===== config.mk =====
export PLATFORM = sky130hd
export DESIGN_NAME = captura_pixel
export DESIGN_NICKNAME = d
export VERILOG_FILES = /design/src/rtl/captura_pkg.sv /design/src/rtl/captura_pixel_pack.sv /design/src/rtl/captura_pixel.sv
export SDC_FILE = /design/constraint.sdc
export NUM_CORES = 1
export LEC_CHECK = 0
export BUFFER_PORTS_ARGS = -buffer_cell sky130_fd_sc_hd__buf_4
export CAP_MARGIN = 20
export CORE_UTILIZATION = 39
export DETAILED_ROUTE_END_ITERATION = 8
export PLACE_DENSITY = 0.6
export SETUP_SLACK_MARGIN = 0.5
export SYNTH_ARGS = -nofsm -noshare
export SYNTH_HDL_FRONTEND = slang
export SYNTH_SLANG_ARGS = --single-unit

===== constraint.sdc =====
create_clock -name Pclk -period 3.2 [get_ports Pclk]
set_clock_uncertainty 0.2 [all_clocks]
set_input_delay 0.32 -clock Pclk [delete_from_list [all_inputs] [get_ports Pclk]]
set_output_delay 0.32 -clock Pclk [all_outputs]
set_load 0.02 [all_outputs]

===== src/rtl/captura_pkg.sv =====
// Shared types for the OV7670 pixel capture block: output format codes,
// capture FSM states and the RGB565 down-conversion helper.
package captura_pkg;

    typedef enum logic [1:0] {
        MODE_RGB332 = 2'd0,
        MODE_RGB444 = 2'd1,
        MODE_RGB565 = 2'd2
    } out_mode_e;

    typedef enum logic [1:0] {
        IDLE    = 2'd0,
        WAIT_VS = 2'd1,
        CAPTURE = 2'd2,
        DONE    = 2'd3
    } state_e;

    // b0 = R4..R0 G5..G3, b1 = G2..G0 B4..B0; result is right-justified in 16 bits
    function automatic logic [15:0] rgb_convert(input out_mode_e mode,
                                                input logic [7:0] b0,
                                                input logic [7:0] b1);
        case (mode)
            MODE_RGB332: return {8'd0, b0[7:5], b0[2:0], b1[4:3]};
            MODE_RGB444: return {4'd0, b0[7:4], b0[2:0], b1[7], b1[4:1]};
            default:     return {b0, b1};
        endcase
    endfunction

endpackage


===== src/rtl/captura_pixel_pack.sv =====
// Pairs camera bytes into RGB565 pixels and converts them to the output format.
// pix_valid is high in the cycle the second byte of a pixel is on data.
module pixel_pack
    import captura_pkg::*;
#(
    parameter int OUT_MODE = 0,
    parameter int OUT_W    = 8
) (
    input  logic             clk,
    input  logic             rst,
    input  logic             en,
    input  logic             href,
    input  logic             hr_rise,
    input  logic [7:0]       data,
    output logic             pix_valid,
    output logic [OUT_W-1:0] pix_data
);

    localparam out_mode_e MODE = out_mode_e'(OUT_MODE[1:0]);

    logic       phase;
    logic [7:0] b0;
    logic       phase_eff;

    // The first byte after a line start is always phase 0, even if phase was left set.
    assign phase_eff = phase & ~hr_rise;

    always_ff @(posedge clk) begin
        if (rst) begin
            phase <= 1'b0;
            b0    <= 8'd0;
        end else if (!en || !href) begin
            // NOTE: a trailing odd byte simply dies here; phase restarts at 0 with the next line.
            phase <= 1'b0;
        end else begin
            phase <= ~phase_eff;
            if (!phase_eff) begin
                b0 <= data;
            end
        end
    end

    assign pix_valid = en & href & phase_eff;
    assign pix_data  = (OUT_W)'(rgb_convert(MODE, b0, data));

endmodule


===== src/rtl/captura_pixel.sv =====
// OV7670 frame capture: arms on request, waits for a frame start, writes each
// converted pixel inside the H_RES x V_RES window to a linear frame-buffer address.
module captura_pixel
    import captura_pkg::*;
#(
    parameter int H_RES    = 160,
    parameter int V_RES    = 120,
    parameter int ADDR_W   = 17,
    parameter int OUT_MODE = 0,
    parameter int OUT_W    = 8
) (
    input  logic              Pclk,
    input  logic              Rst,
    input  logic              Arm,
    input  logic              Continuous,
    input  logic              Vsync,
    input  logic              Href,
    input  logic [7:0]        Data,
    output logic              regWrite,
    output logic [ADDR_W-1:0] addr_in,
    output logic [OUT_W-1:0]  data_in,
    output logic              Busy,
    output logic              Done,
    output logic              Frame_err
);

    if (!((OUT_MODE == 0 && OUT_W == 8) || (OUT_MODE == 1 && OUT_W == 12) ||
          (OUT_MODE == 2 && OUT_W == 16))) begin : g_bad_out_w
        $error("captura_pixel: OUT_W does not match OUT_MODE");
    end
    if ((longint'(1) << ADDR_W) < longint'(H_RES) * longint'(V_RES)) begin : g_bad_addr_w
        $error("captura_pixel: ADDR_W too small for H_RES*V_RES");
    end

    localparam logic [15:0] H_LIM = 16'(H_RES);
    localparam logic [15:0] V_LIM = 16'(V_RES);

    state_e             state, state_nx;
    logic               vs_q, hr_q;
    logic               vs_fall, vs_rise, hr_rise, hr_fall;
    logic [15:0]        x, y;
    logic [ADDR_W-1:0]  addr_cnt;
    logic               line_err;
    logic               capturing;
    logic               pix_valid;
    logic [OUT_W-1:0]   pix_data;
    logic               keep;
    logic               err_now;
    logic [15:0]        y_now;

    assign vs_fall   = vs_q & ~Vsync;
    assign vs_rise   = ~vs_q & Vsync;
    assign hr_rise   = ~hr_q & Href;
    assign hr_fall   = hr_q & ~Href;
    assign capturing = (state == CAPTURE);

    pixel_pack #(.OUT_MODE(OUT_MODE), .OUT_W(OUT_W)) u_pack (
        .clk       (Pclk),
        .rst       (Rst),
        .en        (capturing),
        .href      (Href),
        .hr_rise   (hr_rise),
        .data      (Data),
        .pix_valid (pix_valid),
        .pix_data  (pix_data)
    );

    assign keep    = pix_valid && (x < H_LIM) && (y < V_LIM);
    // Fold in a line that ends in the same cycle as the frame so it is not missed.
    assign err_now = line_err | (hr_fall && (x != H_LIM));
    assign y_now   = hr_fall ? y + 16'd1 : y;

    always_ff @(posedge Pclk) begin
        if (Rst) begin
            state     <= IDLE;
            vs_q      <= 1'b0;
            hr_q      <= 1'b0;
            x         <= 16'd0;
            y         <= 16'd0;
            addr_cnt  <= '0;
            line_err  <= 1'b0;
            regWrite  <= 1'b0;
            addr_in   <= '0;
            data_in   <= '0;
            Frame_err <= 1'b0;
        end else begin
            state    <= state_nx;
            vs_q     <= Vsync;
            hr_q     <= Href;
            regWrite <= keep;
            if (keep) begin
                addr_in  <= addr_cnt;
                data_in  <= pix_data;
                addr_cnt <= addr_cnt + ADDR_W'(1);
            end
            if (state == IDLE && Arm) begin
                Frame_err <= 1'b0;
            end
            if (state == WAIT_VS && vs_fall) begin
                x        <= 16'd0;
                y        <= 16'd0;
                addr_cnt <= '0;
                line_err <= 1'b0;
            end
            if (capturing) begin
                // Counters saturate so an over-long line or frame cannot wrap back into the window.
                if (pix_valid && x != 16'hFFFF) begin
                    x <= x + 16'd1;
                end
                if (hr_fall) begin
                    x <= 16'd0;
                    if (y != 16'hFFFF) begin
                        y <= y + 16'd1;
                    end
                    if (x != H_LIM) begin
                        line_err <= 1'b1;
                    end
                end
                if (vs_rise) begin
                    Frame_err <= err_now | (y_now != V_LIM);
                end
            end
        end
    end

    always_comb begin
        // NOTE: default first so every path assigns state_nx and no latch is inferred.
        state_nx = state;
        case (state)
            IDLE:    if (Arm)     state_nx = WAIT_VS;
            WAIT_VS: if (vs_fall) state_nx = CAPTURE;
            CAPTURE: if (vs_rise) state_nx = DONE;
            DONE:    state_nx = Continuous ? WAIT_VS : IDLE;
            default: state_nx = IDLE;
        endcase
    end

    assign Busy = (state != IDLE);
    assign Done = (state == DONE);

endmodule


==> out/metrics.csv, run 1 <==
stage,metric,value,unit
outcome,status,"complete, no violations",
synth,synth_edf_count,0,
timing,hold_slack,0.00845,ns
detailed_routing,drt_pass1_iterations,4,
synth,synth_top_area_share,41.1,%
synth,ys_seq_area_share,41.1,%
timing,fin_ws,0.719,ns
die,rows,37,
detailed_routing,antenna_left,0,
worst_setup_path,path_buf_inv,3,
synth,synth_nets,546,
synth,synth.distinct_cells,58,
synth,synth_top_family_by_area,simple AND/OR/NAND/NOR gates,
cells_and_area,final_nets,587,
placed_design,gp_congestion,0.890,
synth,yosysWarnings,0,
die,design.core.area,10500,sq um
synth,synthMuxAreaShare,1.87,%
hold_path,hold_path.class,in -> reg,
detailed_routing,drt_iter0_drc,215,
cells_and_area,area_growth,15.7,%
clock_tree,postCtsSetupBuffers,0,
power_and_ir_drop,vdd_drop_max,394,uV
synth,synthFlopType,dfxtp_1,
global_routing,grt_pass1_wl,17.1,mm
die,die_height,107,microns
synth,synth_compound_area_share,15.3,%
global_routing,grt_antenna_before_repair,0,
worst_setup_path,cp.required,3.26,ns
clock_tree,clock-sinks,88,
worst_setup_path,crit_slowest_cell,dfxtp_1,
clock_tree,clockBufferDepth,2,
clock_tree,worst_skew_pair.late_latency,0.37,ns
power_and_ir_drop,p_total,2.13,mW
synth,synth-adder-area-share,2.63,%
synth,yosys.area_share.simple,28.8,%
timing,fmaxAchievable,0.403,GHz
synth,synth_xor_area_share,5.73,%
detailed_routing,detail_route.wl_per_cell,14.8,microns
placed_design,pre_cts_slack,0.575,ns
cells_and_area,nFillCells,1045,
hold_path,holdPathStages,3,
clock_tree,htree_levels,3,
power_and_ir_drop,swShare,27.8,%
synth,synthArstFlopShare,0,%
die,die_w,107,microns
timing,setup_tns,0,ns
synth,syn_avg_cell_area,8.19,sq um
worst_setup_path,crit_family,simple AND/OR/NAND/NOR gates,
timing,fin_crit_sh,77.5,%
clock_tree,clockRootBuffer,clkbuf_8,
power_and_ir_drop,p_leak,1.75,nW
flow_run,drv_cap,0,
die,die_area,11400,sq um
timing,worstMarginPinSlew,0.774,ns
worst_setup_path,cp_cell_sequence,inv_1 > ha_2 > nand4_1 > buf_4 > nor3_1 > and4_1 > buf_8 > and3_1 > xnor2_1 > nor2_1,
placed_design,dpl.hpwl,7.12,mm
global_routing,grt_max_degree,59,
die,start_util,40.9,%
worst_setup_path,critPathKind,reg -> reg,
power_and_ir_drop,p_seq_share,53.6,%
timing,slew_headroom,48.4,%
synth,synth_area_leader_cell,dfxtp_1,
worst_setup_path,max_stage_delay,0.34,ns
detailed_routing,remaining_drc_errors,0,
worst_setup_path,crit_fanout,38,
timing,hold_violations,0,
synth,synthesis.instances,523,
cells_and_area,antenna_cells,0,
worst_setup_path,reg2reg_depth,10,
clock_tree,cts.clk_slew.worst_paths,0.09,ns
global_routing,grt.overflow.total,0,
power_and_ir_drop,power_density,429,nW/um^2
worst_setup_path,worstSetupEndpointType,register,
power_and_ir_drop,clockPowerShare,32.8,%
timing,grt_setup_unrepaired,no,
power_and_ir_drop,power.switching,591,uW
global_routing,grtUsageTotal,18.8,%
clock_tree,cts_tree,yes,
clock_tree,cts-buffers-inserted,9,
worst_setup_path,start_kind,register,
detailed_routing,via_per_inst,5.44,
synth,synth.cell_area,4280,sq um
synth,synth_seq_cells,88,
detailed_routing,finalWirelength,10.4,mm
detailed_routing,num_vias,3829,
worst_setup_path,crit_cells,10,
power_and_ir_drop,comb_power_share,13.5,%
die,ios,43,
cells_and_area,utilization,47.3,%
synth,synth_area_leaders,"dfxtp_1 41%, nand2_1 6.9%, a21oi_1 6.5%",
cells_and_area,drive_gt1_share,15.7,%
placed_design,numPortBuffers,42,
timing,setup_viol,0,
worst_setup_path,arrival,2.54,ns
global_routing,grt_pass1_vias,3537,
timing,report.final.slew_viol_count,0,
power_and_ir_drop,intPower,1.53,mW
timing,min_period,2.48,ns
metal layers:
metal  up-vias  share of wire, %  GRT usage (%)
met5         -                 0              0
met4         0               1.2           5.38
met3        14               3.3           5.05
met2        53                47           30.7
met1      1835                48           24.2
li1       1927                 -              -
registers in the layout, indices dropped and copies added (netlist names):
register	flops
u_pack.b0	6
x	16
y	16
line_err	1
addr_in	17
u_pack.phase	1
data_in	8
addr_cnt	17
vs_q	1
regWrite	1
state	2
Frame_err	1
hr_q	1
timing repair:
action,CTS,global route
resized for setup,0,4
hold buffers,7,0
setup endpoints to repair,0,22
hold endpoints to repair,7,0
area by class of cell:
class	count	area [sq um]	share of cell area, %
sequential	88	1760	35.6
timing repair buffer	58	460	9.30
multi-input combinational	392	2330	47.1
clock buffer	10	138	2.78
clock inverter	5	33.8	0.682
inverter	15	56.3	1.14
tap	136	170	3.44
cell families (layout without fill, tap and decap cells):
family	after synthesis	after routing
AOI/OAI and AO/OA	108	108
muxes	8	8
DFF	88	88
adders and majority gates	9	9
buffers and inverters	43	88
and+or+nand+nor	239	239
xor gates and xnor gates	28	28
worst reg2reg max path: cells and delay by family (launching register included):
family / cells / cell delay [ns]
xor gates and xnor gates: 1 / 0.11
buffers and inverters: 3 / 0.55
DFF: 1 / 0.34
adders and majority gates: 1 / 0.27
and+or+nand+nor: 5 / 0.91
cell usage after synthesis, types with 2 or more instances:
library cell / n
a211oi_1: 4
a21oi_1: 56
a31o_2: 2
a31oi_1: 7
a32o_1: 2
a41oi_1: 2
and2_1: 6
and3_1: 10
and4_1: 3
and4_4: 2
buf_2: 7
buf_4: 5
clkbuf_1: 14
clkbuf_2: 2
dfxtp_1: 88
ha_1: 9
inv_1: 15
mux2i_1: 8
nand2_1: 79
nand2b_1: 2
nand3_1: 23
nand3b_1: 3
nand4_1: 13
nand4b_1: 3
nor2_1: 50
nor2_2: 2
nor2b_1: 3
nor3_1: 9
nor3_2: 4
nor3b_1: 4
nor4_1: 5
o211ai_1: 3
o21ai_0: 15
o22ai_1: 3
o31ai_1: 3
or3_1: 4
or4_1: 4
or4_4: 3
xnor2_1: 16
xor2_1: 12
stage by stage:
step	std cells	area [sq um]
4_1_cts	704	4940
6_report	704	4950
3_3_place_gp	682	4700
5_1_grt	704	4950
3_5_place_dp	682	4700
2_1_floorplan	523	4280
layout by cell type (no fill, tap or decap), types with 4 or more instances in the layout:
cell type and count:
a211oi_1 4, a21oi_1 56, a31oi_1 7, and2_1 5, and3_1 10, buf_4 50
clkbuf_8 10, dfxtp_1 88, dlygate4sd3_1 7, ha_1 8, inv_1 15, mux2i_1 8
nand2_1 79, nand3_1 23, nand4_1 13, nor2_1 50, nor3_1 9, nor3_2 4
nor3b_1 4, nor4_1 5, o21ai_0 15, or3_1 4, or4_1 4, xnor2_1 16
xor2_1 12
path summary, 6_finish.rpt:
kind / to / slack (ns) / from
max: addr_cnt[11]$_SDFFE_PP0P_ / 0.72 / state[0]$_SDFFE_PP0P_
min: u_pack.b0[2]$_SDFFE_PP0P_ / 0.008 / Data[2]
max reg2reg: addr_cnt[11]$_SDFFE_PP0P_ / 0.72 / state[0]$_SDFFE_PP0P_
min reg2reg: addr_in[5]$_SDFFE_PP0P_ / 0.25 / addr_in[5]$_SDFFE_PP0P_
power groups by stage:
stage          sequential [mW]  clock, mW  combinational (mW)
2_1_floorplan             1.16          0               0.192
3_3_place_gp              1.16          0               0.271
6_report                  1.14      0.698               0.288
5_1_grt                   1.14      0.763               0.319
4_1_cts                   1.14      0.722               0.289
3_5_place_dp              1.17          0               0.280
Note: power is estimated with default switching activity, not from simulation.
==> run 2: changes to the inputs <==
Settings changed: ABC_AREA set to 1, PLACE_DENSITY 0.6 to 0.61.
Clock period 3.2 ns to 2.14 ns, I/O delays scaled along.
==> out/metrics.csv, run 2 <==
stage,metric,value,unit,change
outcome,status,"complete, no violations",,unchanged
worst_setup_path,arrival,1.94,ns,was 2.54 ns
detailed_routing,drt_iter0_drc,335,,was 215
clock_tree,cts-buffers-inserted,9,,unchanged
power_and_ir_drop,intPower,3.11,mW,was 1.53 mW
cells_and_area,drive_gt1_share,43.7,%,was 15.7%
clock_tree,clock-sinks,88,,unchanged
timing,report.final.slew_viol_count,0,,unchanged
synth,ys_seq_area_share,37.5,%,was 41.1%
worst_setup_path,cp_cell_sequence,inv_4 > ha_4 > buf_4 > inv_4 > nor2_4 > nand2_4 > nor2_4 > inv_4 > o21ai_1 > o21ai_1 > inv_1,,was inv_1 > ha_2 > nand4_1 > buf_4 > nor3_1 > and4_1 > buf_8 > and3_1 > xnor2_1 > nor2_1
power_and_ir_drop,power.switching,1.17,mW,was 591 uW
detailed_routing,num_vias,5083,,was 3829
timing,fmaxAchievable,0.543,GHz,was 0.403 GHz
cells_and_area,nFillCells,949,,was 1045
cells_and_area,largestRegisters,"addr_cnt x17, addr_in x17",,unchanged
worst_setup_path,crit_end,y[14]$_SDFF_PP0_,,was addr_cnt[11]$_SDFFE_PP0P_
timing,setup_viol,0,,unchanged
worst_setup_path,critPathLaunch,state[0]$_SDFFE_PP0P_,,unchanged
worst_setup_path,cp.required,2.24,ns,was 3.26 ns
timing,fin_crit_sh,86.1,%,was 77.5%
timing,min_period,1.84,ns,was 2.48 ns
die,ios,43,,unchanged
global_routing,grt_pass1_vias,4822,,was 3537
detailed_routing,via_per_inst,5.33,,was 5.44
cells_and_area,mostFrequentLayoutCell,nand2_1,,was dfxtp_1
cells_and_area,final_nets,828,,was 587
die,start_util,40.6,%,was 40.9%
synth,synth_area_leaders,"dfxtp_1 38%, nand2_1 10%, nor2_1 7.5%",,"was dfxtp_1 41%, nand2_1 6.9%, a21oi_1 6.5%"
synth,synth_common_cells,"127 x nand2_1, 94 x nor2_1, 88 x dfxtp_1",,"was 88 x dfxtp_1, 79 x nand2_1, 56 x a21oi_1"
synth,synth_top_area_share,37.5,%,was 41.1%
worst_setup_path,regToRegSetupSlack,0.30,ns,was 0.72 ns
global_routing,grtUsageTotal,23.4,%,was 18.8%
power_and_ir_drop,p_total,4.28,mW,was 2.13 mW
timing,worstMarginPinSlew,0.442,ns,was 0.774 ns
placed_design,gp_congestion,0.933,,was 0.890
cells_and_area,finalNonFillerCells,953,,was 704
hold_path,hold_path.class,in -> reg,,unchanged
global_routing,grt_pass1_wl,23.3,mm,was 17.1 mm
detailed_routing,finalWirelength,15.1,mm,was 10.4 mm
global_routing,grt_max_degree,36,,was 59
flow_run,drv_cap,0,,unchanged
detailed_routing,remaining_drc_errors,0,,unchanged
worst_setup_path,reg2reg_depth,11,,was 10
placed_design,placedCellCount,862,,was 682
placed_design,numPortBuffers,42,,unchanged
worst_setup_path,crit_path_frequent_cell,inv_4,,
detailed_routing,antenna_left,0,,unchanged
timing,hold_violations,0,,unchanged
synth,synth_seq_cells,88,,unchanged
power_and_ir_drop,swShare,27.4,%,was 27.8%
synth,synthFlopType,dfxtp_1,,unchanged
synth,synth.distinct_cells,42,,was 58
clock_tree,clockRootBuffer,clkbuf_16,,was clkbuf_8
die,die_area,12500,sq um,was 11400 sq um
cells_and_area,area_growth,52.5,%,was 15.7%
detailed_routing,detail_route.wl_per_cell,15.8,microns,was 14.8 microns
synth,synth_edf_count,0,,unchanged
power_and_ir_drop,clockPowerShare,40.6,%,was 32.8%
timing,fin_ws,0.297,ns,was 0.719 ns
hold_path,min_from,Continuous,,was Data[2]
power_and_ir_drop,comb_power_share,18.6,%,was 13.5%
power_and_ir_drop,p_seq_share,40.8,%,was 53.6%
placed_design,pre_cts_slack,0.153,ns,was 0.575 ns
worst_setup_path,crit_slowest_cell,dfxtp_4,,was dfxtp_1
synth,synth.cell_area,4690,sq um,was 4280 sq um
timing,setup_tns,0,ns,unchanged
die,rows,39,,was 37
die,die_height,112,microns,was 107 microns
synth,yosysMostFrequentCell,nand2_1,,was dfxtp_1
clock_tree,htree_levels,3,,unchanged
worst_setup_path,reg2reg_from,state[0]$_SDFFE_PP0P_,,unchanged
synth,yosysWarnings,0,,unchanged
synth,synth_area_leader_cell,dfxtp_1,,unchanged
worst_setup_path,critPathKind,reg -> reg,,unchanged
cells_and_area,mostFrequentLayoutCells,"103 x nand2_1, 88 x buf_4, 77 x nor2_1",,"was 88 x dfxtp_1, 79 x nand2_1, 56 x a21oi_1"
clock_tree,cts.clk_slew.worst_paths,0.06,ns,was 0.09 ns
cells_and_area,antenna_cells,0,,unchanged
worst_setup_path,worstSetupEndpointType,register,,unchanged
detailed_routing,drt_pass1_iterations,5,,was 4
die,die_w,112,microns,was 107 microns
worst_setup_path,max_stage_delay,0.36,ns,was 0.34 ns
clock_tree,clockBufferDepth,2,,unchanged
global_routing,grt.overflow.total,0,,unchanged
clock_tree,worst_skew_pair.late_latency,0.35,ns,was 0.37 ns
cells_and_area,utilization,61.9,%,was 47.3%
global_routing,grt_antenna_before_repair,0,,unchanged
clock_tree,cts_tree,yes,,unchanged
power_and_ir_drop,power_density,598,nW/um^2,was 429 nW/um^2
synth,syn_avg_cell_area,6.97,sq um,was 8.19 sq um
timing,slew_headroom,70.5,%,was 48.4%
power_and_ir_drop,p_leak,2.78,nW,was 1.75 nW
die,design.core.area,11600,sq um,was 10500 sq um
synth,synth_nets,697,,was 546
timing,grt_setup_unrepaired,yes,,was no
power_and_ir_drop,vdd_drop_max,419,uV,was 394 uV
placed_design,dpl.hpwl,8.83,mm,was 7.12 mm
worst_setup_path,crit_fanout,6,,was 38
worst_setup_path,start_kind,register,,unchanged
synth,synthArstFlopShare,0,%,unchanged
synth,synthesis.instances,674,,was 523
worst_setup_path,rr_endpoint,y[14]$_SDFF_PP0_,,was addr_cnt[11]$_SDFFE_PP0P_
run 2: changes by cell type after synthesis, sizes merged, moves of 16 or more:
| cell | change |
|---|---|
| inv | +69 |
| nand3 | +16 |
| nor2 | +49 |
| nor3 | +21 |
| nand2 | +53 |
| o21ai | +48 |
run 2: how the worst min path moves through the flow:
stage,endpoint,slack [ns],depth (start not counted)
after floorplan,vs_q$_SDFF_PP0_,0.12,2
after global placement,u_pack.b0[7]$_SDFFE_PP0P_,0.24,2
after detailed placement,u_pack.b0[7]$_SDFFE_PP0P_,0.26,2
after CTS,state[0]$_SDFFE_PP0P_,0.003,4
after global routing,state[0]$_SDFFE_PP0P_,0.05,4
final,state[0]$_SDFFE_PP0P_,0.006,4
run 2: through the flow:
step / hold WS (ns) / area, sq um
5_1_grt: 0.0517 / 7160
6_report: 0.00569 / 7160
4_1_cts: 0.00339 / 6650
2_1_floorplan: 0.121 / 4840
3_5_place_dp: 0.256 / 5330
3_3_place_gp: 0.242 / 5330
run 2: repair_timing:
action	in CTS	in global routing
gates cloned	8	3
setup buffers	42	12
setup endpoints to repair	84	87
resized for setup	145	122
hold buffers	10	0
pin swaps	21	48
hold endpoints to repair	10	0
run 2: power by group through the flow:
stage / sequential [mW] / combinational [mW] / clock (mW)
floorplan: 1.78 / 0.327 / 0
global placement: 1.78 / 0.460 / 0
detailed placement: 1.78 / 0.471 / 0
CTS: 1.75 / 0.708 / 1.76
global route: 1.75 / 0.850 / 1.84
finish: 1.75 / 0.794 / 1.74
run 2: kinds of logic after synthesis:
kind of cell             synth area share (%)
AND/OR/NAND/NOR                          33.3
AO/OA/AOI/OAI                            14.8
buffers and inverters                    9.54
flip-flops                               37.5
XOR/XNOR                                 2.43
adder cells (fa/ha/maj)                  2.40
run 2: layout make-up:
| cell class | count | area, sq um | area share (%) |
|---|---|---|---|
| Multi-Input combinational cell | 484 | 3210 | 44.8 |
| Sequential cell | 88 | 1830 | 25.6 |
| Timing Repair Buffer | 129 | 1160 | 16.2 |
| Inverter | 87 | 392 | 5.47 |
| Clock buffer | 12 | 246 | 3.44 |
| Tap cell | 143 | 179 | 2.50 |
| Clock inverter | 4 | 76.3 | 1.07 |
| Timing Repair inverter | 6 | 71.3 | 0.996 |
run 2: metal layers:
layer	GRT usage (%)	vias to the layer above	wire length, microns
met1	30.0	2435	6740
met5	0	-	0
met3	3.81	37	676
met4	11.0	0	422
li1	-	2481	-
met2	38.5	130	7220
run 2: worst max-delay path: cells and delay by family (launching register included):
family	cells	cell delay, ns
and+or+nand+nor	3	0.51
buffers and inverters	5	0.39
AOI/OAI and AO/OA	2	0.17
DFF	1	0.36
adders and majority gates	1	0.15
